$ cat src/rtl/vout_timing_monitor_if.sv
// Video timing tap and status bundle for vout_timing_monitor.
// master: the timing source / status host side; slave: the monitor itself.
interface vout_timing_monitor_if #(
   parameter int HCNT_WIDTH = 17,
   parameter int VCNT_WIDTH = 17,
   parameter int FCNT_WIDTH = 16
);
   logic                  hsync_i;
   logic                  vsync_i;
   logic                  de_i;
   logic                  clr_i;
   logic [HCNT_WIDTH-1:0] htotal_o;
   logic [HCNT_WIDTH-1:0] hsw_o;
   logic [HCNT_WIDTH-1:0] hactive_o;
   logic [VCNT_WIDTH-1:0] vtotal_o;
   logic [VCNT_WIDTH-1:0] vactive_o;
   logic [FCNT_WIDTH-1:0] frame_cnt_o;
   logic                  frame_done_o;
   logic                  locked_o;
   logic                  err_line_o;
   logic                  err_frame_o;

   modport master (
      output hsync_i, vsync_i, de_i, clr_i,
      input  htotal_o, hsw_o, hactive_o, vtotal_o, vactive_o,
      input  frame_cnt_o, frame_done_o, locked_o, err_line_o, err_frame_o
   );

   modport slave (
      input  hsync_i, vsync_i, de_i, clr_i,
      output htotal_o, hsw_o, hactive_o, vtotal_o, vactive_o,
      output frame_cnt_o, frame_done_o, locked_o, err_line_o, err_frame_o
   );
endinterface

$ cat src/rtl/vout_timing_monitor.sv
// Passive video output timing checker: measures line/frame timing from
// hsync/vsync/de, flags line and frame inconsistencies, and reports lock.
module vout_timing_monitor #(
   parameter int HCNT_WIDTH  = 17,
   parameter int VCNT_WIDTH  = 17,
   parameter int FCNT_WIDTH  = 16,
   parameter int LOCK_FRAMES = 3
) (
   input logic                  clk,
   input logic                  rst_n,
   vout_timing_monitor_if.slave mon
);
   typedef logic [HCNT_WIDTH-1:0] hcnt_t;
   typedef logic [VCNT_WIDTH-1:0] vcnt_t;

   typedef struct packed {
      hcnt_t htotal;
      hcnt_t hsw;
      hcnt_t hactive;
      vcnt_t vtotal;
      vcnt_t vactive;
   } sig_t;

   typedef enum logic [1:0] {UNLOCKED, COUNTING, LOCKED} lock_state_t;

   localparam hcnt_t      H_ONE     = hcnt_t'(1);
   localparam vcnt_t      V_ONE     = vcnt_t'(1);
   localparam logic [3:0] LOCK_LAST = 4'(LOCK_FRAMES - 1);

   function automatic hcnt_t h_inc(input hcnt_t v);
      return (&v) ? v : v + H_ONE;
   endfunction

   function automatic vcnt_t v_inc(input vcnt_t v);
      return (&v) ? v : v + V_ONE;
   endfunction

   // Input history and seen flags
   logic hs_d, vs_d, de_d;
   logic hs_seen, vs_seen;

   // Running counters
   hcnt_t h_cnt, hsw_cnt, de_cnt;
   vcnt_t line_cnt, act_cnt;

   // Per-frame line references
   hcnt_t ref_htotal, ref_hactive;
   logic  ref_h_vld, ref_a_vld, frame_line_err;

   // Frame signature and lock tracking
   sig_t        cur_sig, prev_sig;
   lock_state_t state, state_n;
   logic [3:0]  match_cnt, match_cnt_n;
   logic        locked_n, err_frame_set;

   logic hs_rise, hs_fall, vs_rise, de_rise, de_fall;
   logic frame_end, htotal_latch;
   logic htotal_mis, hactive_mis, line_err_now, sig_match;

   assign hs_rise      = mon.hsync_i & ~hs_d;
   assign hs_fall      = ~mon.hsync_i & hs_d;
   assign vs_rise      = mon.vsync_i & ~vs_d;
   assign de_rise      = mon.de_i & ~de_d;
   assign de_fall      = ~mon.de_i & de_d;
   assign frame_end    = vs_rise & vs_seen;
   assign htotal_latch = hs_rise & hs_seen;

   // A latch coinciding with vsync rise belongs to no frame's reference set.
   assign htotal_mis   = htotal_latch & ref_h_vld & ~vs_rise & (h_cnt != ref_htotal);
   assign hactive_mis  = de_fall & ref_a_vld & ~vs_rise & (de_cnt != ref_hactive);
   assign line_err_now = htotal_mis | hactive_mis;

   // Signature of the frame ending now, using results as they will be latched.
   assign cur_sig = {htotal_latch ? h_cnt   : mon.htotal_o,
                     hs_fall      ? hsw_cnt : mon.hsw_o,
                     de_fall      ? de_cnt  : mon.hactive_o,
                     line_cnt,
                     act_cnt};

   assign sig_match = (cur_sig == prev_sig) & ~frame_line_err;

   // Edge history and the horizontal/vertical measurement counters
   always_ff @(posedge clk) begin
      // NOTE: sequential state uses non-blocking assignments so every register sees pre-edge values.
      if (!rst_n) begin
         hs_d     <= 1'b0;
         vs_d     <= 1'b0;
         de_d     <= 1'b0;
         hs_seen  <= 1'b0;
         vs_seen  <= 1'b0;
         h_cnt    <= '0;
         hsw_cnt  <= '0;
         de_cnt   <= '0;
         line_cnt <= '0;
         act_cnt  <= '0;
      end else begin
         hs_d <= mon.hsync_i;
         vs_d <= mon.vsync_i;
         de_d <= mon.de_i;
         if (hs_rise) hs_seen <= 1'b1;
         if (vs_rise) vs_seen <= 1'b1;

         h_cnt <= hs_rise ? H_ONE : h_inc(h_cnt);

         if (hs_rise)          hsw_cnt <= H_ONE;
         else if (mon.hsync_i) hsw_cnt <= h_inc(hsw_cnt);

         if (de_rise)       de_cnt <= H_ONE;
         else if (mon.de_i) de_cnt <= h_inc(de_cnt);

         // A line starting on the vsync edge is the first line of the new frame.
         if (vs_rise)      line_cnt <= hs_rise ? V_ONE : '0;
         else if (hs_rise) line_cnt <= v_inc(line_cnt);

         if (vs_rise)      act_cnt <= de_rise ? V_ONE : '0;
         else if (de_rise) act_cnt <= v_inc(act_cnt);
      end
   end

   // Latch measured results and the previous-frame signature
   always_ff @(posedge clk) begin
      if (!rst_n) begin
         mon.htotal_o     <= '0;
         mon.hsw_o        <= '0;
         mon.hactive_o    <= '0;
         mon.vtotal_o     <= '0;
         mon.vactive_o    <= '0;
         mon.frame_done_o <= 1'b0;
         prev_sig         <= '0;
      end else begin
         if (htotal_latch) mon.htotal_o  <= h_cnt;
         if (hs_fall)      mon.hsw_o     <= hsw_cnt;
         if (de_fall)      mon.hactive_o <= de_cnt;
         if (frame_end) begin
            mon.vtotal_o  <= line_cnt;
            mon.vactive_o <= act_cnt;
            prev_sig      <= cur_sig;
         end
         mon.frame_done_o <= frame_end;
      end
   end

   // Per-frame reference capture for line-to-line consistency
   always_ff @(posedge clk) begin
      if (!rst_n) begin
         ref_htotal     <= '0;
         ref_hactive    <= '0;
         ref_h_vld      <= 1'b0;
         ref_a_vld      <= 1'b0;
         frame_line_err <= 1'b0;
      end else if (vs_rise) begin
         ref_h_vld      <= 1'b0;
         ref_a_vld      <= 1'b0;
         frame_line_err <= 1'b0;
      end else begin
         if (htotal_latch && !ref_h_vld) begin
            ref_htotal <= h_cnt;
            ref_h_vld  <= 1'b1;
         end
         if (de_fall && !ref_a_vld) begin
            ref_hactive <= de_cnt;
            ref_a_vld   <= 1'b1;
         end
         if (line_err_now) frame_line_err <= 1'b1;
      end
   end

   // Lock state register
   always_ff @(posedge clk) begin
      if (!rst_n) begin
         state        <= UNLOCKED;
         match_cnt    <= '0;
         mon.locked_o <= 1'b0;
      end else begin
         state        <= state_n;
         match_cnt    <= match_cnt_n;
         mon.locked_o <= locked_n;
      end
   end

   // Lock next-state: evaluated only at frame end
   always_comb begin
      // NOTE: every output gets a default first so no latch is inferred.
      state_n       = state;
      match_cnt_n   = match_cnt;
      locked_n      = mon.locked_o;
      err_frame_set = 1'b0;
      if (frame_end) begin
         unique case (state)
            UNLOCKED: begin
               state_n     = COUNTING;
               match_cnt_n = '0;
            end
            COUNTING: begin
               if (!sig_match) begin
                  match_cnt_n = '0;
               end else if (match_cnt == LOCK_LAST) begin
                  state_n  = LOCKED;
                  locked_n = 1'b1;
               end else begin
                  match_cnt_n = match_cnt + 4'd1;
               end
            end
            LOCKED: begin
               if (!sig_match) begin
                  state_n       = COUNTING;
                  match_cnt_n   = '0;
                  locked_n      = 1'b0;
                  err_frame_set = 1'b1;
               end
            end
            default: state_n = UNLOCKED;
         endcase
      end
   end

   // Sticky error flags and frame counter; a set beats a coincident clear
   always_ff @(posedge clk) begin
      if (!rst_n) begin
         mon.err_line_o  <= 1'b0;
         mon.err_frame_o <= 1'b0;
         mon.frame_cnt_o <= '0;
      end else begin
         if (line_err_now)   mon.err_line_o <= 1'b1;
         else if (mon.clr_i) mon.err_line_o <= 1'b0;

         if (err_frame_set)  mon.err_frame_o <= 1'b1;
         else if (mon.clr_i) mon.err_frame_o <= 1'b0;

         if (frame_end)      mon.frame_cnt_o <= mon.frame_cnt_o + 1'b1;
         else if (mon.clr_i) mon.frame_cnt_o <= '0;
      end
   end
endmodule

$ cat src/flat_wrapper.sv
// flat-port wrapper written by rule: the top's interface ports become plain ports
module vout_timing_monitor_flat 
#(
   parameter int HCNT_WIDTH  = 17,
   parameter int VCNT_WIDTH  = 17,
   parameter int FCNT_WIDTH  = 16,
   parameter int LOCK_FRAMES = 3
)
  (clk, rst_n, mon_hsync_i, mon_vsync_i, mon_de_i, mon_clr_i, mon_htotal_o, mon_hsw_o, mon_hactive_o, mon_vtotal_o, mon_vactive_o, mon_frame_cnt_o, mon_frame_done_o, mon_locked_o, mon_err_line_o, mon_err_frame_o);
  vout_timing_monitor_if #(.HCNT_WIDTH(HCNT_WIDTH), .VCNT_WIDTH(VCNT_WIDTH), .FCNT_WIDTH(FCNT_WIDTH)) mon_i ();
  input logic clk;
  input logic rst_n;
  input wire logic [$bits(mon_i.hsync_i)-1:0] mon_hsync_i;
  input wire logic [$bits(mon_i.vsync_i)-1:0] mon_vsync_i;
  input wire logic [$bits(mon_i.de_i)-1:0] mon_de_i;
  input wire logic [$bits(mon_i.clr_i)-1:0] mon_clr_i;
  output wire logic [$bits(mon_i.htotal_o)-1:0] mon_htotal_o;
  output wire logic [$bits(mon_i.hsw_o)-1:0] mon_hsw_o;
  output wire logic [$bits(mon_i.hactive_o)-1:0] mon_hactive_o;
  output wire logic [$bits(mon_i.vtotal_o)-1:0] mon_vtotal_o;
  output wire logic [$bits(mon_i.vactive_o)-1:0] mon_vactive_o;
  output wire logic [$bits(mon_i.frame_cnt_o)-1:0] mon_frame_cnt_o;
  output wire logic [$bits(mon_i.frame_done_o)-1:0] mon_frame_done_o;
  output wire logic [$bits(mon_i.locked_o)-1:0] mon_locked_o;
  output wire logic [$bits(mon_i.err_line_o)-1:0] mon_err_line_o;
  output wire logic [$bits(mon_i.err_frame_o)-1:0] mon_err_frame_o;
  assign mon_i.hsync_i = mon_hsync_i;
  assign mon_i.vsync_i = mon_vsync_i;
  assign mon_i.de_i = mon_de_i;
  assign mon_i.clr_i = mon_clr_i;
  assign mon_htotal_o = mon_i.htotal_o;
  assign mon_hsw_o = mon_i.hsw_o;
  assign mon_hactive_o = mon_i.hactive_o;
  assign mon_vtotal_o = mon_i.vtotal_o;
  assign mon_vactive_o = mon_i.vactive_o;
  assign mon_frame_cnt_o = mon_i.frame_cnt_o;
  assign mon_frame_done_o = mon_i.frame_done_o;
  assign mon_locked_o = mon_i.locked_o;
  assign mon_err_line_o = mon_i.err_line_o;
  assign mon_err_frame_o = mon_i.err_frame_o;
  vout_timing_monitor #(.HCNT_WIDTH(HCNT_WIDTH), .VCNT_WIDTH(VCNT_WIDTH), .FCNT_WIDTH(FCNT_WIDTH), .LOCK_FRAMES(LOCK_FRAMES)) u_core (.clk(clk), .rst_n(rst_n), .mon(mon_i));
endmodule
$ cat config.mk
export PLATFORM = sky130hd
export DESIGN_NAME = vout_timing_monitor_flat
export DESIGN_NICKNAME = d
export VERILOG_FILES = /design/src/rtl/vout_timing_monitor_if.sv /design/src/rtl/vout_timing_monitor.sv /design/src/flat_wrapper.sv
export SDC_FILE = /design/constraint.sdc
export NUM_CORES = 1
export LEC_CHECK = 0
export ABC_AREA = 1
export CAP_MARGIN = 20
export CORE_ASPECT_RATIO = 0.6
export CORE_MARGIN = 2
export CORE_UTILIZATION = 40
export DETAILED_ROUTE_END_ITERATION = 10
export DONT_BUFFER_PORTS = 1
export GPL_TIMING_DRIVEN = 0
export PLACE_DENSITY = 0.53
export SYNTH_ARGS = -nofsm -noshare
export SYNTH_HDL_FRONTEND = slang
export SYNTH_SLANG_ARGS = --single-unit
$ cat constraint.sdc
create_clock -name clk -period 2.55 [get_ports clk]
set_input_delay 0.3825 -clock clk [delete_from_list [all_inputs] [get_ports clk]]
set_output_delay 0.3825 -clock clk [all_outputs]
set_load 0.03 [all_outputs]
==> flow_summary_export.csv, run 1 <==
group,metric,value,unit
cts,cts_tree,"done",
global_routing,use_met1,39.19,%
final_layout,drive_above_1_share,15.01,%
synth,synth_top_family_by_area,"simple AND/OR/NAND/NOR gates",
setup_path,critical_path_arrival,3.10,ns
flow_run,drv_cap,0,
run_status,violations,"setup timing",
final_layout,layout.nets,2123,
cts,cts-root-buf,"clkbuf_16",
setup_path,critPathMaxFanout,4,
global_routing,grtUsageTotal,25.13,%
power,ir_drop,0.0004812,V
synth,syn_avg_cell_area,6.898,um^2
sta,slew_headroom,46.38,%
sta,fin_skew,0.01271,ns
placed_design,gp_congestion,0.8618,
synth,synth_simple_gate_area_share,26.83,%
die,io_pins,111,
routing,wirelength,46520,um
global_routing,grt_pass1_wl,70700,um
synth,synth_common_cells,"nand2_1 (458), dfxtp_1 (289), inv_1 (274), a21oi_1 (203), nor2_1 (183)",
sta,rsz0062_at_grt,"true",
cts,cts_buffers,30,
die,start_util,40.89,%
synth,seq_area_frac_synth,41.67,%
final_layout,final_cell_count_no_fill,2584,
sta,setup_viol,2,
synth,yosys_warnings,0,
cts,cts_sinks,289,
global_routing,grt-ovfl-total,0,
cts,clk_pin_slew,0.06,ns
synth,synth_most_common_cell,"nand2_1",
sta,final_hold_viol_count,0,
routing,wl_per_cell,18.00,um
die,num_rows,52,
routing,drtIter0Drc,1029,
global_routing,grt_max_degree,15,
final_layout,n_antenna_cell,0,
die,dieArea,36270,um^2
routing,routed_via_density,5.185,
synth,ys_async_sr_fraction,0,%
setup_path,end_kind,"flip-flop",
synth,syn_inst,2013,
routing,drc,0,
placed_design,port_buffers,0,
power,leakagePower,6.770,nW
synth,yosysTopAreaCellShare,41.67,%
worst_hold_path,min_path_type,"in -> reg",
die,core-area,33960,um^2
setup_path,startpoint_type,"flip-flop",
synth,synthFlopType,"dfxtp_1",
synth,synthMuxAreaShare,0,%
global_routing,grt_pass1_vias,12200,
synth,netlist-cell-type-count,47,
final_layout,final_core_util,48.64,%
synth,synth_xor_area_share,3.028,%
synth,synth_compound_area_share,15.74,%
routing,dr_total_vias,13400,
global_routing,grt-busiest-layer,"met1",
global_routing,antenna_found_initial,1,
synth,ys_ff_latch,289,
global_routing,use_met3,5.612,%
placed_design,dp_hpwl,34510,um
setup_path,required,3.07,ns
cts,cts-htree-levels,1,
routing,drt_pre_antenna_iters,7,
synth,synth_nets,2032,
final_layout,area_delta_synth_final,18.97,%
placed_design,placed_cell_area,14460,um^2
final_layout,post-route-cell-area,16520,um^2
cts,clock_latency,0.58,ns
placed_design,dp_cells,2472,
power,p_per_area,631.2,nW/um^2
sta,maxSlewViolCount,0,
synth,yosys.area.top_type,"dfxtp_1",
cts,ctsLongestPathBuffers,3,
sta,layout_min_cycle_time,2.581,ns
setup_path,criticalPathCategory,"reg -> reg",
sta,fmax,387.5,MHz
global_routing,gr-usage-met2,34.93,%
sta,setup_ws,-0.03065,ns
routing,detail-route-antenna-nets,0,
sta,period_share,101.2,%
synth,yosys.area_share.adder,1.171,%
die,fp.dieH,148.3,um
die,die_x,244.5,um
sta,tightest_slew,0.8043,ns
synth,yosys-top-cells-area,"dfxtp_1 (42%), nand2_1 (12%), inv_1 (7.4%)",
synth,synth-edff-count,0,
synth,syn_area,13890,um^2
placed_design,dp_slack,-0.5116,ns
run_status,status,"finished with violations",
## routing by layer
metal,part of all wire (%),vias to the layer above
met3,8.0,43
met5,0.021,-
met1,51,6317
li1,-,6635
met4,1.6,2
met2,39,402
## worst max-delay path, cell delays in order (launching register included)
cell     delay (ns)
dfxtp_4        0.37
ha_4           0.16
nand2_4        0.06
nor3_4         0.12
inv_2          0.08
nor4_4         0.23
inv_1          0.09
nor4_2         0.22
ha_2           0.29
nor2_4         0.05
nand3_2        0.09
nor2_2         0.05
inv_2          0.07
nor2_4         0.05
nand4_1        0.15
nor2_2         0.07
inv_1          0.09
nor2_2         0.05
a21oi_2        0.10
o21a_1         0.13
## cells by family after synthesis
kind of cell | Yosys count
buffers and inverters | 384
DFF | 289
adders and majority gates | 13
and+or+nand+nor | 863
AOI/OAI and AO/OA | 416
xor gates and xnor gates | 48
## power breakdown
part	switching, mW	internal, mW
combinational	0.792	0.386
clock	1.88	2.50
sequential	0.206	4.67
total	2.88	7.55
## sequential cells by signal, indices dropped and copies added, names as in the netlist, 16 cells and up
name / count
u_core.prev_sig: 51
u_core.act_cnt: 17
u_core.de_cnt: 17
u_core.h_cnt: 17
u_core.hsw_cnt: 17
u_core.line_cnt: 17
u_core.mon.hactive_o: 17
u_core.mon.hsw_o: 17
u_core.mon.htotal_o: 17
u_core.mon.vactive_o: 17
u_core.mon.vtotal_o: 17
u_core.ref_hactive: 17
u_core.ref_htotal: 17
u_core.mon.frame_cnt_o: 16
## layout by cell type (no fill, tap or decap), types with 18 or more instances in the layout
| cell type | count |
|---|---|
| dfxtp_1 | 263 |
| nand2_1 | 435 |
| o21ai_0 | 168 |
| nand3_1 | 98 |
| clkbuf_16 | 31 |
| nand3b_1 | 23 |
| inv_2 | 19 |
| nor3_1 | 22 |
| nor2_1 | 162 |
| inv_1 | 257 |
| a21oi_1 | 197 |
| buf_4 | 96 |
| nand4_1 | 23 |
| clkbuf_1 | 44 |
| xor2_1 | 23 |
| nand2_2 | 20 |
| xnor2_1 | 25 |
| dfxtp_2 | 18 |
| nor2_4 | 21 |
## path summary, 6_finish.rpt
path | startpoint | end | slack [ns] | depth (start not counted)
max | u_core.h_cnt[1] | u_core.h_cnt[15] | -0.03 | 19
min | mon_clr_i | u_core.mon.frame_cnt_o[5] | 0.04 | 3
max reg2reg | u_core.h_cnt[1] | u_core.h_cnt[15] | -0.03 | 19
min reg2reg | u_core.vs_seen | u_core.vs_seen | 0.48 | 2
## cell type report
cell class | instances | area [um^2]
timing repair buffer | 60 | 473.0
clock buffer | 50 | 907.1
multi-input combinational | 1340 | 7039
tap | 459 | 574.3
sequential | 289 | 5838
fill | 3457 | 17440
clock inverter | 3 | 40.04
inverter | 282 | 1071
buffer | 101 | 576.8
## through the flow
stage	power, mW	setup TNS, ns	hold WS (ns)
6_report	10.43	-0.05012	0.03538
5_1_grt	10.84	-0.8840	0.03425
4_1_cts	10.44	-0.1303	0.07567
3_5_place_dp	6.044	-61.54	0.4688
3_3_place_gp	6.030	-64.21	0.4442
2_1_floorplan	5.692	0	0.4362
## what timing repair did
item | CTS | global route
resized for setup | 76 | 131
pin swaps | 20 | 60
hold buffers | 4 | 0
hold endpoints to repair | 5 | 0
setup buffers | 16 | 39
endpoints found under the setup margin | 177 | 184
cloned | 0 | 1
No activity file was read; power rests on OpenSTA's default activity.
==> run 2, diff against run 1 <==
- PLACE_DENSITY: 0.53 -> 0.51
- clock period: 2.55 -> 2.85 ns (I/O delays scaled with it)
==> flow_summary_export.csv, run 2 (synthesis gave the netlist of run 1 again) <==
group,metric,value,unit
sta,maxSlewViolCount,0,
placed_design,dp_slack,-0.2973,ns
setup_path,path_depth,7,
cts,clk_pin_slew,0.07,ns
routing,detail-route-antenna-nets,0,
global_routing,antenna_found_initial,0,
routing,wl_per_cell,18.27,um
setup_path,startpoint_type,"flip-flop",
setup_path,critical_path.max_stage_delay,0.52,ns
routing,drtIter0Drc,1191,
global_routing,grt_pass1_wl,69880,um
placed_design,dp_hpwl,34450,um
routing,drc,0,
placed_design,dp_cells,2472,
routing,routed_via_density,5.167,
placed_design,port_buffers,0,
global_routing,grtUsageTotal,24.93,%
setup_path,crit_family,"buffers and inverters",
cts,cts_sinks,289,
flow_run,drv_cap,0,
sta,fin_skew,0.01192,ns
setup_path,path_buf_inv,4,
die,fp.dieH,148.3,um
sta,final_hold_viol_count,0,
die,start_util,40.89,%
cts,cts_buffers,30,
setup_path,critical_path_arrival,3.16,ns
routing,dr_total_vias,13110,
final_layout,final_cell_count_no_fill,2537,
die,core-area,33960,um^2
final_layout,largest_reg_flops,51,
cts,ctsLongestPathBuffers,3,
power,power,9.433,mW
cts,cts_tree,"done",
routing,wirelength,46360,um
final_layout,layout_commonest_cell,"nand2_1",
sta,rsz0062_at_grt,"true",
setup_path,cp_slowest_cell,"clkbuf_1",
cts,clock_latency,0.57,ns
sta,layout_min_cycle_time,2.719,ns
sta,setup_ws,0.1306,ns
worst_hold_path,hold_depth,2,
setup_path,criticalPathCategory,"reg -> reg",
run_status,status,"finished clean",
worst_hold_path,min_path_type,"in -> reg",
placed_design,gp_congestion,0.8882,
cts,cts-root-buf,"clkbuf_16",
global_routing,grt_max_degree,15,
sta,tightest_slew,0.9016,ns
setup_path,required,3.29,ns
sta,slew_headroom,39.89,%
die,io_pins,111,
sta,hold-worst-slack,0.06101,ns
sta,setup_viol,0,
die,num_rows,52,
final_layout,area_delta_synth_final,13.72,%
setup_path,ff2ff_path_depth,7,
die,dieArea,36270,um^2
setup_path,end_kind,"flip-flop",
global_routing,grt-ovfl-total,0,
global_routing,grt_pass1_vias,11780,
power,p_per_area,597.3,nW/um^2
sta,period_share,95.42,%
final_layout,n_antenna_cell,0,
final_layout,drive_above_1_share,9.095,%
final_layout,layout.nets,2076,
routing,drt_pre_antenna_iters,5,
die,die_x,244.5,um
power,ir_drop,0.0004964,V
setup_path,crit_chain,"or2_2, clkbuf_1, nor2_1, buf_2, clkbuf_1, clkbuf_2, a21oi_1",
final_layout,top_register,"u_core.prev_sig",
cts,cts-htree-levels,1,
setup_path,critPathMaxFanout,10,
sta,fmax,367.7,MHz
power,leakagePower,6.393,nW
final_layout,final_cell_mix,"nand2_1 (454), dfxtp_1 (283), inv_1 (271)",
setup_path,cpMostUsedCell,"clkbuf_1",
run 2: path summary, 6_finish.rpt:
kind | slack [ns] | endpoint | startpoint
worst max-delay path | 0.13 | u_core.mon.vactive_o[7] | u_core.vs_d
worst min-delay path | 0.06 | u_core.hs_seen | mon_hsync_i
worst min register to register | 0.46 | u_core.vs_seen | u_core.vs_seen
worst max register to register | 0.13 | u_core.mon.vactive_o[7] | u_core.vs_d
run 2: timing repair:
item,4_1_cts,5_1_grt
hold buffers,3,0
buffers inserted,1,8
gates resized for setup,13,69
cloned,0,0
pin swaps,2,13
hold endpoints to repair,3,0
setup endpoints to repair,59,82
run 2: worst reg2reg max path, delay by kind of cell (launching register included):
family          cells  cell delay [ns]
simple gates        2             0.54
compound gates      1             0.14
buf+inv             4             1.62
flops               1             0.29
run 2: power breakdown:
part	internal, mW	total [mW]	leakage [nW]	switching [mW]
clock network	2.34	4.06	0.489	1.72
logic	0.313	1.01	3.55	0.699
registers	4.18	4.36	2.35	0.179
run 2: through the flow:
| step | instance area (um^2) | setup TNS (ns) | util [%] |
|---|---|---|---|
| floorplan | 13890 | 0 | - |
| global placement | 14460 | -18.32 | 42.58 |
| detailed placement | 14460 | -20.10 | 42.58 |
| CTS | 15520 | 0 | 45.70 |
| global route | 15790 | -0.05452 | 46.50 |
| finish | 15790 | 0 | 46.50 |
run 2: area by class of cell:
class,instances,area [um^2]
Fill cell,3535,18170
Multi-Input combinational cell,1340,6695
Sequential cell,289,5798
Inverter,282,1062
Clock buffer,45,898.4
Tap cell,459,574.3
Buffer,102,573.1
Timing Repair Buffer,12,97.59
Clock inverter,8,92.59
run 2: routing by layer:
layer	global-route usage, %	part of all wire [%]
met1	39.44	52
met2	33.99	38
met3	5.287	7.8
met4	5.000	1.9
met5	0	0
